[config.mk]
export PLATFORM = sky130hd
export DESIGN_NAME = controlador_es_hlt_flat
export DESIGN_NICKNAME = d
export VERILOG_FILES = /design/src/rtl/controlador_es_hlt_if.sv /design/src/rtl/controlador_es_hlt.sv /design/src/flat_wrapper.sv
export SDC_FILE = /design/constraint.sdc
export NUM_CORES = 1
export LEC_CHECK = 0
export ABC_AREA = 1
export ABC_CLOCK_PERIOD_IN_PS = 1800
export CORE_UTILIZATION = 48
export DETAILED_ROUTE_END_ITERATION = 7
export PLACE_DENSITY_LB_ADDON = 0.2
export SYNTH_ARGS = -nofsm -noshare
export SYNTH_HDL_FRONTEND = slang
export SYNTH_SLANG_ARGS = --single-unit
export TNS_END_PERCENT = 30
[constraint.sdc]
create_clock -name clock -period 1.8 [get_ports clock]
set_input_delay 0.18 -clock clock [delete_from_list [all_inputs] [get_ports clock]]
set_output_delay 0.18 -clock clock [all_outputs]
set_load 0.01 [all_outputs]
[src/rtl/controlador_es_hlt_if.sv]
// Signals between the decode stage and the IN/OUT/HLT sequencer.
// The decode stage drives opcode/data/board inputs; the sequencer answers with stall and results.
interface controlador_es_hlt_if #(
   parameter int LARGURA_CHAVES = 16
);
   logic [5:0]                opcode;
   logic [31:0]               dado_rs;
   logic [LARGURA_CHAVES-1:0] chaves;
   logic                      botao_confirma_n;
   logic                      botao_continua_n;
   logic                      stall_pc;
   logic                      es_reg_write;
   logic [31:0]               dado_entrada;
   logic [31:0]               saida_display;
   logic                      saida_valida;
   logic                      led_espera;
   logic                      parado;

   // Flow control: while stall_pc is high the decode stage holds PC and opcode;
   // an instruction is consumed at the first rising edge where stall_pc is low.
   modport master (
      output opcode, dado_rs, chaves, botao_confirma_n, botao_continua_n,
      input  stall_pc, es_reg_write, dado_entrada, saida_display, saida_valida,
      input  led_espera, parado
   );

   modport slave (
      input  opcode, dado_rs, chaves, botao_confirma_n, botao_continua_n,
      output stall_pc, es_reg_write, dado_entrada, saida_display, saida_valida,
      output led_espera, parado
   );
endinterface

[src/rtl/controlador_es_hlt.sv]
// IN/OUT/HLT sequencer beside the control decoder: debounces the confirm/continue
// buttons, captures switches for IN, latches the display for OUT and halts on HLT.
module controlador_es_hlt #(
   parameter int LARGURA_CHAVES  = 16,
   parameter int DEBOUNCE_CICLOS = 500000
) (
   input  logic                 clock,
   input  logic                 reset_n,
   controlador_es_hlt_if.slave  bus,
   output logic [2:0]           estado_o
);
   localparam logic [5:0] OP_IN  = 6'b100000;
   localparam logic [5:0] OP_OUT = 6'b100001;
   localparam logic [5:0] OP_HLT = 6'b100011;
   localparam int CW = $clog2(DEBOUNCE_CICLOS);

   typedef enum logic [2:0] {
      OCIOSO, ESPERA_PRESS, ESPERA_SOLTA, ESCREVE, PARADO, LIBERA
   } estado_t;

   estado_t                   estado_q, estado_d;
   logic [31:0]               dado_entrada_q, dado_entrada_d;
   logic [31:0]               saida_display_q, saida_display_d;
   logic [LARGURA_CHAVES-1:0] chaves_w;

   // Index 0 = confirm, index 1 = continue; all levels are pressed = 1.
   logic [1:0]    botao_w;
   logic [1:0]    sinc1_q, sinc2_q;
   logic [1:0]    nivel_q, nivel_d;
   logic [1:0]    pulso_q;
   logic [CW-1:0] cont_q [2];
   logic [CW-1:0] cont_d [2];

   logic stall_w, escreve_w, led_w, parado_w, valida_w;

   assign chaves_w = bus.chaves;
   assign botao_w  = {~bus.botao_continua_n, ~bus.botao_confirma_n};

   always_comb begin
      for (int b = 0; b < 2; b++) begin
         nivel_d[b] = nivel_q[b];
         cont_d[b]  = '0;
         if (sinc2_q[b] != nivel_q[b]) begin
            if (cont_q[b] == CW'(DEBOUNCE_CICLOS - 1)) nivel_d[b] = ~nivel_q[b];
            else                                        cont_d[b]  = cont_q[b] + 1'b1;
         end
      end
   end

   always_ff @(posedge clock or negedge reset_n) begin
      if (!reset_n) begin
         sinc1_q   <= '0;
         sinc2_q   <= '0;
         nivel_q   <= '0;
         pulso_q   <= '0;
         cont_q[0] <= '0;
         cont_q[1] <= '0;
      end else begin
         sinc1_q   <= botao_w;
         sinc2_q   <= sinc1_q;
         nivel_q   <= nivel_d;
         pulso_q   <= nivel_d & ~nivel_q;
         cont_q[0] <= cont_d[0];
         cont_q[1] <= cont_d[1];
      end
   end

   always_comb begin
      estado_d        = estado_q;
      dado_entrada_d  = dado_entrada_q;
      saida_display_d = saida_display_q;
      stall_w         = 1'b0;
      escreve_w       = 1'b0;
      led_w           = 1'b0;
      parado_w        = 1'b0;
      valida_w        = 1'b0;
      case (estado_q)
         OCIOSO: begin
            if (bus.opcode == OP_IN) begin
               stall_w  = 1'b1;
               estado_d = ESPERA_PRESS;
            end else if (bus.opcode == OP_OUT) begin
               saida_display_d = bus.dado_rs;
               valida_w        = 1'b1;
            end else if (bus.opcode == OP_HLT) begin
               stall_w  = 1'b1;
               estado_d = PARADO;
            end
         end
         ESPERA_PRESS: begin
            stall_w = 1'b1;
            led_w   = 1'b1;
            if (pulso_q[0]) begin
               dado_entrada_d = 32'(chaves_w);
               estado_d       = ESPERA_SOLTA;
            end
         end
         ESPERA_SOLTA: begin
            stall_w = 1'b1;
            if (!nivel_q[0]) estado_d = ESCREVE;
         end
         ESCREVE: begin
            escreve_w = 1'b1;
            estado_d  = OCIOSO;
         end
         PARADO: begin
            stall_w  = 1'b1;
            parado_w = 1'b1;
            if (pulso_q[1]) estado_d = LIBERA;
         end
         LIBERA:  estado_d = OCIOSO;
         default: estado_d = OCIOSO;
      endcase
      // Outputs drop the moment reset asserts, even though opcode may still decode as IN/HLT.
      if (!reset_n) begin
         stall_w   = 1'b0;
         escreve_w = 1'b0;
         led_w     = 1'b0;
         parado_w  = 1'b0;
         valida_w  = 1'b0;
      end
   end

   always_ff @(posedge clock or negedge reset_n) begin
      if (!reset_n) begin
         estado_q        <= OCIOSO;
         dado_entrada_q  <= '0;
         saida_display_q <= '0;
      end else begin
         estado_q        <= estado_d;
         dado_entrada_q  <= dado_entrada_d;
         saida_display_q <= saida_display_d;
      end
   end

   assign bus.stall_pc      = stall_w;
   assign bus.es_reg_write  = escreve_w;
   assign bus.led_espera    = led_w;
   assign bus.parado        = parado_w;
   assign bus.saida_valida  = valida_w;
   assign bus.dado_entrada  = dado_entrada_q;
   assign bus.saida_display = saida_display_q;
   assign estado_o          = estado_q;
endmodule
[src/flat_wrapper.sv]
// flat-port wrapper written by rule: the top's interface ports become plain ports
module controlador_es_hlt_flat 
#(
   parameter int LARGURA_CHAVES  = 16,
   parameter int DEBOUNCE_CICLOS = 500000
)
  (clock, reset_n, estado_o, bus_opcode, bus_dado_rs, bus_chaves, bus_botao_confirma_n, bus_botao_continua_n, bus_stall_pc, bus_es_reg_write, bus_dado_entrada, bus_saida_display, bus_saida_valida, bus_led_espera, bus_parado);
  controlador_es_hlt_if #(.LARGURA_CHAVES(LARGURA_CHAVES)) bus_i ();
  input  logic clock;
  input  logic reset_n;
  output logic [2:0] estado_o;
  input wire logic [$bits(bus_i.opcode)-1:0] bus_opcode;
  input wire logic [$bits(bus_i.dado_rs)-1:0] bus_dado_rs;
  input wire logic [$bits(bus_i.chaves)-1:0] bus_chaves;
  input wire logic [$bits(bus_i.botao_confirma_n)-1:0] bus_botao_confirma_n;
  input wire logic [$bits(bus_i.botao_continua_n)-1:0] bus_botao_continua_n;
  output wire logic [$bits(bus_i.stall_pc)-1:0] bus_stall_pc;
  output wire logic [$bits(bus_i.es_reg_write)-1:0] bus_es_reg_write;
  output wire logic [$bits(bus_i.dado_entrada)-1:0] bus_dado_entrada;
  output wire logic [$bits(bus_i.saida_display)-1:0] bus_saida_display;
  output wire logic [$bits(bus_i.saida_valida)-1:0] bus_saida_valida;
  output wire logic [$bits(bus_i.led_espera)-1:0] bus_led_espera;
  output wire logic [$bits(bus_i.parado)-1:0] bus_parado;
  assign bus_i.opcode = bus_opcode;
  assign bus_i.dado_rs = bus_dado_rs;
  assign bus_i.chaves = bus_chaves;
  assign bus_i.botao_confirma_n = bus_botao_confirma_n;
  assign bus_i.botao_continua_n = bus_botao_continua_n;
  assign bus_stall_pc = bus_i.stall_pc;
  assign bus_es_reg_write = bus_i.es_reg_write;
  assign bus_dado_entrada = bus_i.dado_entrada;
  assign bus_saida_display = bus_i.saida_display;
  assign bus_saida_valida = bus_i.saida_valida;
  assign bus_led_espera = bus_i.led_espera;
  assign bus_parado = bus_i.parado;
  controlador_es_hlt #(.LARGURA_CHAVES(LARGURA_CHAVES), .DEBOUNCE_CICLOS(DEBOUNCE_CICLOS)) u_core (.clock(clock), .reset_n(reset_n), .bus(bus_i), .estado_o(estado_o));
endmodule
==> run_results.csv, run 1 <==
group,metric,value,unit
floorplanning,rows,35,
cells_and_area,fillCellCount,795,
timing,fin_tns_setup,0,ns
clock_network,root_buffer,"clkbuf_8",
global_route,grt_max_degree,60,
global_route,grt_pass1_wl,17900,um
global_route,overflow,0,
yosys,syn_area,0.00472,sq mm
floorplanning,core,0.00937,sq mm
floorplanning,start_util,0.503,
timing,worst_slew_pin_slew,0.755,ns
placed_design,place_area,0.00597,sq mm
cells_and_area,fin_nets,749,
yosys,ys_ff_latch,97,
hold_path,worst_hold_startpoint,"bus_botao_continua_n",
power,p_total,0.00603,W
cells_and_area,diodes,0,
global_route,track_usage,0.226,
timing,fmax,575,MHz
power,swShare,0.304,
worst_setup_path,crit_type,"register to output pin",
power,p_sw,0.00183,W
power,peakVddDrop,520,uV
hold_path,hp-class,"input port to register",
worst_setup_path,crit_path_start_kind,"register",
clock_network,numCtsBuffers,9,
power,p_seq_frac,0.435,
run_status,outcome,"finished, final reports clean",
timing,finalCritPeriodShare,0.966,
power,combPwrFrac,0.292,
drt,wl_per_cell,13.3,um
worst_setup_path,path_depth,2,
worst_setup_path,crit_fanout,7,
cells_and_area,area_growth,31.9,%
drt,drtAntennaViolNets,0,
power,p_int,0.00420,W
timing,period_minus_slack,1.74,ns
placed_design,hpwl,7940,um
floorplanning,fp.dieH,101,um
timing,fin_skew,0.0103,ns
worst_setup_path,crit_arrival,1.56,ns
power,p_per_area,969,mW/mm^2
worst_setup_path,cp_cell_sequence,"buf_4 -> clkdlybuf4s50_1",
hold_path,whs_path_depth,2,
yosys,yosysSeqAreaShare,0.515,
worst_setup_path,critPathSlowestCell,"clkdlybuf4s50_1",
floorplanning,ioPinCount,130,
yosys,syn-mean-instance-area,8.47,sq um
drt,wirelength,10900,um
worst_setup_path,reg2reg_depth,5,
placed_design,dp_slack,-0.298,ns
worst_setup_path,rr_startpoint,"u_core.estado_o[1]",
worst_setup_path,cp-end-kind,"output pin",
drt,dr.pass1.iters,4,
power,p_leak,2.94,nW
cells_and_area,drive_above_1_share,0.102,
yosys,postSynthCellCount,557,
timing,rsz0062_at_grt,"yes",
clock_network,clockBufferDepth,2,
cells_and_area,final_core_util,0.664,
clock_network,cts_tree,"done",
yosys,synth_warnings,0,
worst_setup_path,crit_buf_inv,2,
yosys,synth_cell_types,33,
timing,report.final.slew_viol_count,0,
global_route,antenna_found_initial,0,
timing,layout_setup_ws,0.0603,ns
floorplanning,die-area,0.0102,sq mm
drt,vias,3908,
timing,slew_headroom,0.497,
floorplanning,die_width,101,um
job,cap_viol_max_count,0,
worst_setup_path,max_stage_delay,0.59,ns
worst_setup_path,regToRegSetupSlack,0.17,ns
worst_setup_path,r2r-end,"u_core.bus.dado_entrada[7]",
hold_path,worstHoldEndpoint,"u_core.sinc1_q[1]",
placed_design,port_buffers,113,
worst_setup_path,worst_path_dominant_cell_family,"buffers and inverters",
global_route,first_global_vias,3775,
timing,setup_viol,0,
power,power.share.clock,0.274,
clock_network,cts.sinks,97,
timing,hold_viol_final,0,
clock_network,cts_htree_levels,3,
clock_network,clk_pin_slew,0.10,ns
drt,dr.first_iter.drc_count,156,
cells_and_area,final_area,0.00622,sq mm
clock_network,clock_latency,0.37,ns
drt,via_per_inst,4.75,
placed_design,place.gp.congestion,0.902,
worst_setup_path,required,1.62,ns
drt,drc,0,
## logic make-up (layout without fill, tap and decap cells)
logic type / after synthesis / after routing / synth area share
buf+inv: 66 / 188 / 0.0780
fa+ha+maj: 2 / 2 / 0.00531
xor+xnor: 19 / 19 / 0.0353
compound gates: 13 / 13 / 0.0154
other cells: 1 / 16 / 0.000795
simple gates: 343 / 343 / 0.304
mux: 16 / 16 / 0.0462
flops: 97 / 97 / 0.515
## power groups by stage
stage	sequential, W	combinational [W]	clock (W)
floorplan	0.00281	0.000572	0
global placement	0.00265	0.00169	0
detailed placement	0.00266	0.00172	0
CTS	0.00262	0.00174	0.00168
global route	0.00265	0.00194	0.00177
finish	0.00262	0.00176	0.00165
## per-stage QoR
step	std cells	hold WS [ns]
finish	823	0.283
global route	823	0.284
CTS	822	0.272
detailed placement	804	0.191
global placement	804	0.208
floorplan	572	-0.116
## sequential cells by signal (all words and copies together), names as in the netlist
signal                    flops
u_core.sinc1_q                2
u_core.cont_q                38
u_core.nivel_q                2
u_core.estado_o               3
u_core.sinc2_q                2
u_core.bus.saida_display     32
u_core.pulso_q                2
u_core.bus.dado_entrada      16
## worst max-delay path by stage
stage                        from  slack [ns]               end
6_report       u_core.estado_o[1]        0.06       estado_o[1]
5_1_grt        u_core.estado_o[0]       -0.02      bus_stall_pc
4_1_cts        u_core.estado_o[2]       -0.07      bus_stall_pc
3_5_place_dp        bus_opcode[5]       -0.30  bus_saida_valida
3_3_place_gp        bus_opcode[5]       -0.28  bus_saida_valida
2_1_floorplan  u_core.estado_o[2]        0.30  bus_saida_valida
## layout make-up
cell class	instances	area [sq um]	area share
Timing Repair Buffer	131	1250	0.201
Sequential cell	97	2430	0.390
Tap cell	129	161	0.0259
Clock inverter	7	110	0.0177
Inverter	41	159	0.0255
Multi-Input combinational cell	409	1990	0.320
Clock buffer	9	124	0.0199
## synth_stat cells
cell | number | area share
nand3_1 | 27 | 0.029
nor3b_1 | 2 | 0.0032
buf_2 | 2 | 0.0021
mux2_4 | 10 | 0.032
nor2_2 | 4 | 0.0053
o211ai_1 | 1 | 0.0016
buf_4 | 16 | 0.025
conb_1 | 1 | 0.00080
nor2_8 | 1 | 0.0042
o21bai_1 | 1 | 0.0016
nand3_4 | 1 | 0.0037
ha_1 | 2 | 0.0053
a21oi_1 | 4 | 0.0042
o21a_1 | 1 | 0.0016
inv_2 | 1 | 0.00080
xor2_1 | 16 | 0.030
and2_1 | 1 | 0.0013
nor3_1 | 8 | 0.0085
nand2_1 | 187 | 0.15
o21ai_0 | 6 | 0.0064
nor2_1 | 100 | 0.080
nand4_1 | 4 | 0.0053
dfrtp_1 | 97 | 0.51
buf_6 | 7 | 0.017
nor2_4 | 2 | 0.0048
nand3b_1 | 3 | 0.0048
mux2_2 | 6 | 0.014
inv_1 | 39 | 0.031
nor4_1 | 1 | 0.0013
nand2_2 | 1 | 0.0013
nor3_4 | 1 | 0.0035
inv_6 | 1 | 0.0019
xnor2_1 | 3 | 0.0056
## repair_timing
action	in CTS	in global routing
pin swaps	1	1
endpoints found under the hold margin	38	0
gates resized for setup	10	14
hold buffers	1	0
endpoints found under the setup margin	5	4
setup buffers	1	1
## layout by cell type (no fill, tap or decap), drive strengths merged
cell	n
a21oi	4
and2	1
buf	19
bufinv	2
clkbuf	13
clkdlybuf4s50	106
clkinv	1
clkinvlp	1
conb	16
dfrtp	97
dlygate4sd3	1
dlymetal6s2s	1
ha	2
inv	44
mux2	16
nand2	188
nand3	28
nand3b	3
nand4	4
nor2	107
nor3	9
nor3b	2
nor4	1
o211ai	1
o21a	1
o21ai	6
o21bai	1
xnor2	3
xor2	16
## metal layers
metal	track usage	vias to the layer above	wire length, um
met3	0.0444	14	710
met1	0.308	1807	5060
met2	0.362	125	4990
met5	0	-	0
met4	0.0825	0	155
li1	-	1962	-
No activity file was read; power rests on OpenSTA's default activity.
==> inputs of run 2 (changes only) <==
Settings changed: CORE_MARGIN set to 4, PLACE_DENSITY set to 0.8, PLACE_DENSITY_LB_ADDON 0.2 to unset.
==> run_results.csv, run 2 (synthesis results as in run 1) <==
group,metric,value,unit
run_status,outcome,"finished, final reports clean",
cells_and_area,largest-register,"u_core.cont_q",
worst_setup_path,cp-end-kind,"output pin",
timing,slew_headroom,0.538,
cells_and_area,final_core_util,0.656,
timing,fmax,580,MHz
cells_and_area,mostFrequentLayoutCells,"nand2_1, clkdlybuf4s50_1, nor2_1, dfrtp_1, inv_1",
clock_network,cts.sinks,97,
power,p_leak,2.89,nW
floorplanning,fp.dieH,107,um
job,cap_viol_max_count,0,
floorplanning,start_util,0.501,
power,peakVddDrop,476,uV
clock_network,cts_htree_levels,3,
timing,fin_tns_setup,0,ns
clock_network,root_buffer,"clkbuf_8",
global_route,track_usage,0.197,
worst_setup_path,regToRegSetupSlack,0.16,ns
floorplanning,ioPinCount,130,
global_route,overflow,0,
cells_and_area,diodes,0,
drt,wirelength,11200,um
power,p_per_area,939,mW/mm^2
drt,drtAntennaViolNets,0,
worst_setup_path,crit_path_start_kind,"register",
floorplanning,rows,35,
worst_setup_path,required,1.62,ns
cells_and_area,fillCellCount,767,
worst_setup_path,cp-startpoint,"u_core.estado_o[0]",
hold_path,worst_hold_startpoint,"bus_botao_continua_n",
drt,via_per_inst,4.81,
worst_setup_path,critPathSlowestCell,"dfrtp_1",
placed_design,place.gp.congestion,0.912,
placed_design,dp_slack,-0.294,ns
drt,dr.first_iter.drc_count,277,
cells_and_area,largest_reg_flops,38,
timing,period_minus_slack,1.72,ns
timing,finalCritPeriodShare,0.957,
cells_and_area,final_common_cell,"nand2_1",
placed_design,port_buffers,113,
worst_setup_path,crit_type,"register to output pin",
global_route,grt_pass1_wl,18300,um
worst_setup_path,crit_buf_inv,2,
worst_setup_path,rr_startpoint,"u_core.cont_q[0]",
global_route,first_global_vias,3833,
hold_path,worstHoldEndpoint,"u_core.sinc1_q[1]",
floorplanning,die-area,0.0115,sq mm
timing,holdWs,0.298,ns
hold_path,whs_path_depth,2,
worst_setup_path,crit_arrival,1.54,ns
clock_network,clock_latency,0.37,ns
worst_setup_path,cp_cell_sequence,"nor3_4 -> nand2_2 -> nor2_8 -> inv_6 -> nor2_2 -> buf_2",
timing,setup_viol,0,
timing,worst_slew_pin_slew,0.693,ns
clock_network,clockBufferDepth,2,
timing,hold_viol_final,0,
drt,dr.pass1.iters,5,
global_route,antenna_found_initial,0,
clock_network,numCtsBuffers,9,
worst_setup_path,worst_path_dominant_cell_family,"simple AND/OR/NAND/NOR gates",
timing,report.final.slew_viol_count,0,
clock_network,cts_tree,"done",
timing,layout_setup_ws,0.0769,ns
floorplanning,die_width,107,um
worst_setup_path,r2r-end,"u_core.cont_q[16]",
timing,rsz0062_at_grt,"yes",
floorplanning,core,0.00942,sq mm
drt,wl_per_cell,13.7,um
cells_and_area,area_growth,30.9,%
drt,vias,3948,
timing,fin_skew,0.0164,ns
worst_setup_path,max_stage_delay,0.44,ns
cells_and_area,fin_nets,746,
worst_setup_path,reg2reg_depth,8,
clock_network,clk_pin_slew,0.09,ns
placed_design,hpwl,8410,um
drt,drc,0,
worst_setup_path,crit_fanout,4,
cells_and_area,drive_above_1_share,0.0926,
global_route,grt_max_degree,58,
hold_path,hp-class,"input port to register",
[run 2: cell count changes in the layout (fill, tap and decap cells not counted), moves of 2 or more]
cell and delta:
buf_4 -3, inv_8 -2, dlygate4sd2_1 +2, clkbuf_2 -3, clkinvlp_4 +2
[run 2: power breakdown]
group	internal (W)	switching, W
sequential	0.00246	0.000172
combinational	0.000903	0.000795
clock	0.000691	0.000778
total	0.00405	0.00174
[run 2: worst reg2reg max path, cell delays in order, from the launching register on]
cell	delay, ns
dfrtp_1	0.38
ha_1	0.23
nand2_1	0.09
nor2_2	0.17
nand2_1	0.13
nor2_2	0.19
nand2_1	0.12
nor3_1	0.15
nor2_1	0.07
[run 2: metrics by stage]
stage	instance area (sq um)	total power, W	instances
2_1_floorplan	4770	0.00338	572
3_3_place_gp	5950	0.00433	802
3_5_place_dp	5950	0.00438	802
4_1_cts	6170	0.00584	819
5_1_grt	6170	0.00609	820
6_report	6170	0.00580	820
[run 2: repair_timing]
action | in CTS | in global routing
buffers inserted | 0 | 1
pin swaps | 0 | 3
hold buffers | 1 | 0
endpoints found under the hold margin | 40 | 0
endpoints found under the setup margin | 5 | 3
resized for setup | 10 | 5
[run 2: layout make-up]
type	count	area (sq um)	area share
flip-flops and latches	97	2430	0.393
multi-input cells	409	1990	0.322
repair buffers	128	1230	0.200
well taps	129	161	0.0262
inverters	41	159	0.0257
clock buffers	11	141	0.0229
clock inverters	5	63.8	0.0103
[run 2: layer usage]
metal  part of all wire  global-route usage  routed length, um
met2               0.48               0.328               5330
met3              0.069              0.0349                773
met5                  0                   0                  0
met4              0.015              0.0685                164
met1               0.44               0.261               4950
[run 2: worst max-delay path by stage]
stage                        to  cells past startpoint
2_1_floorplan  bus_saida_valida                      6
3_3_place_gp   bus_saida_valida                      8
3_5_place_dp   bus_saida_valida                      8
4_1_cts            bus_stall_pc                      5
5_1_grt        bus_saida_valida                      6
6_report       bus_saida_valida                      6
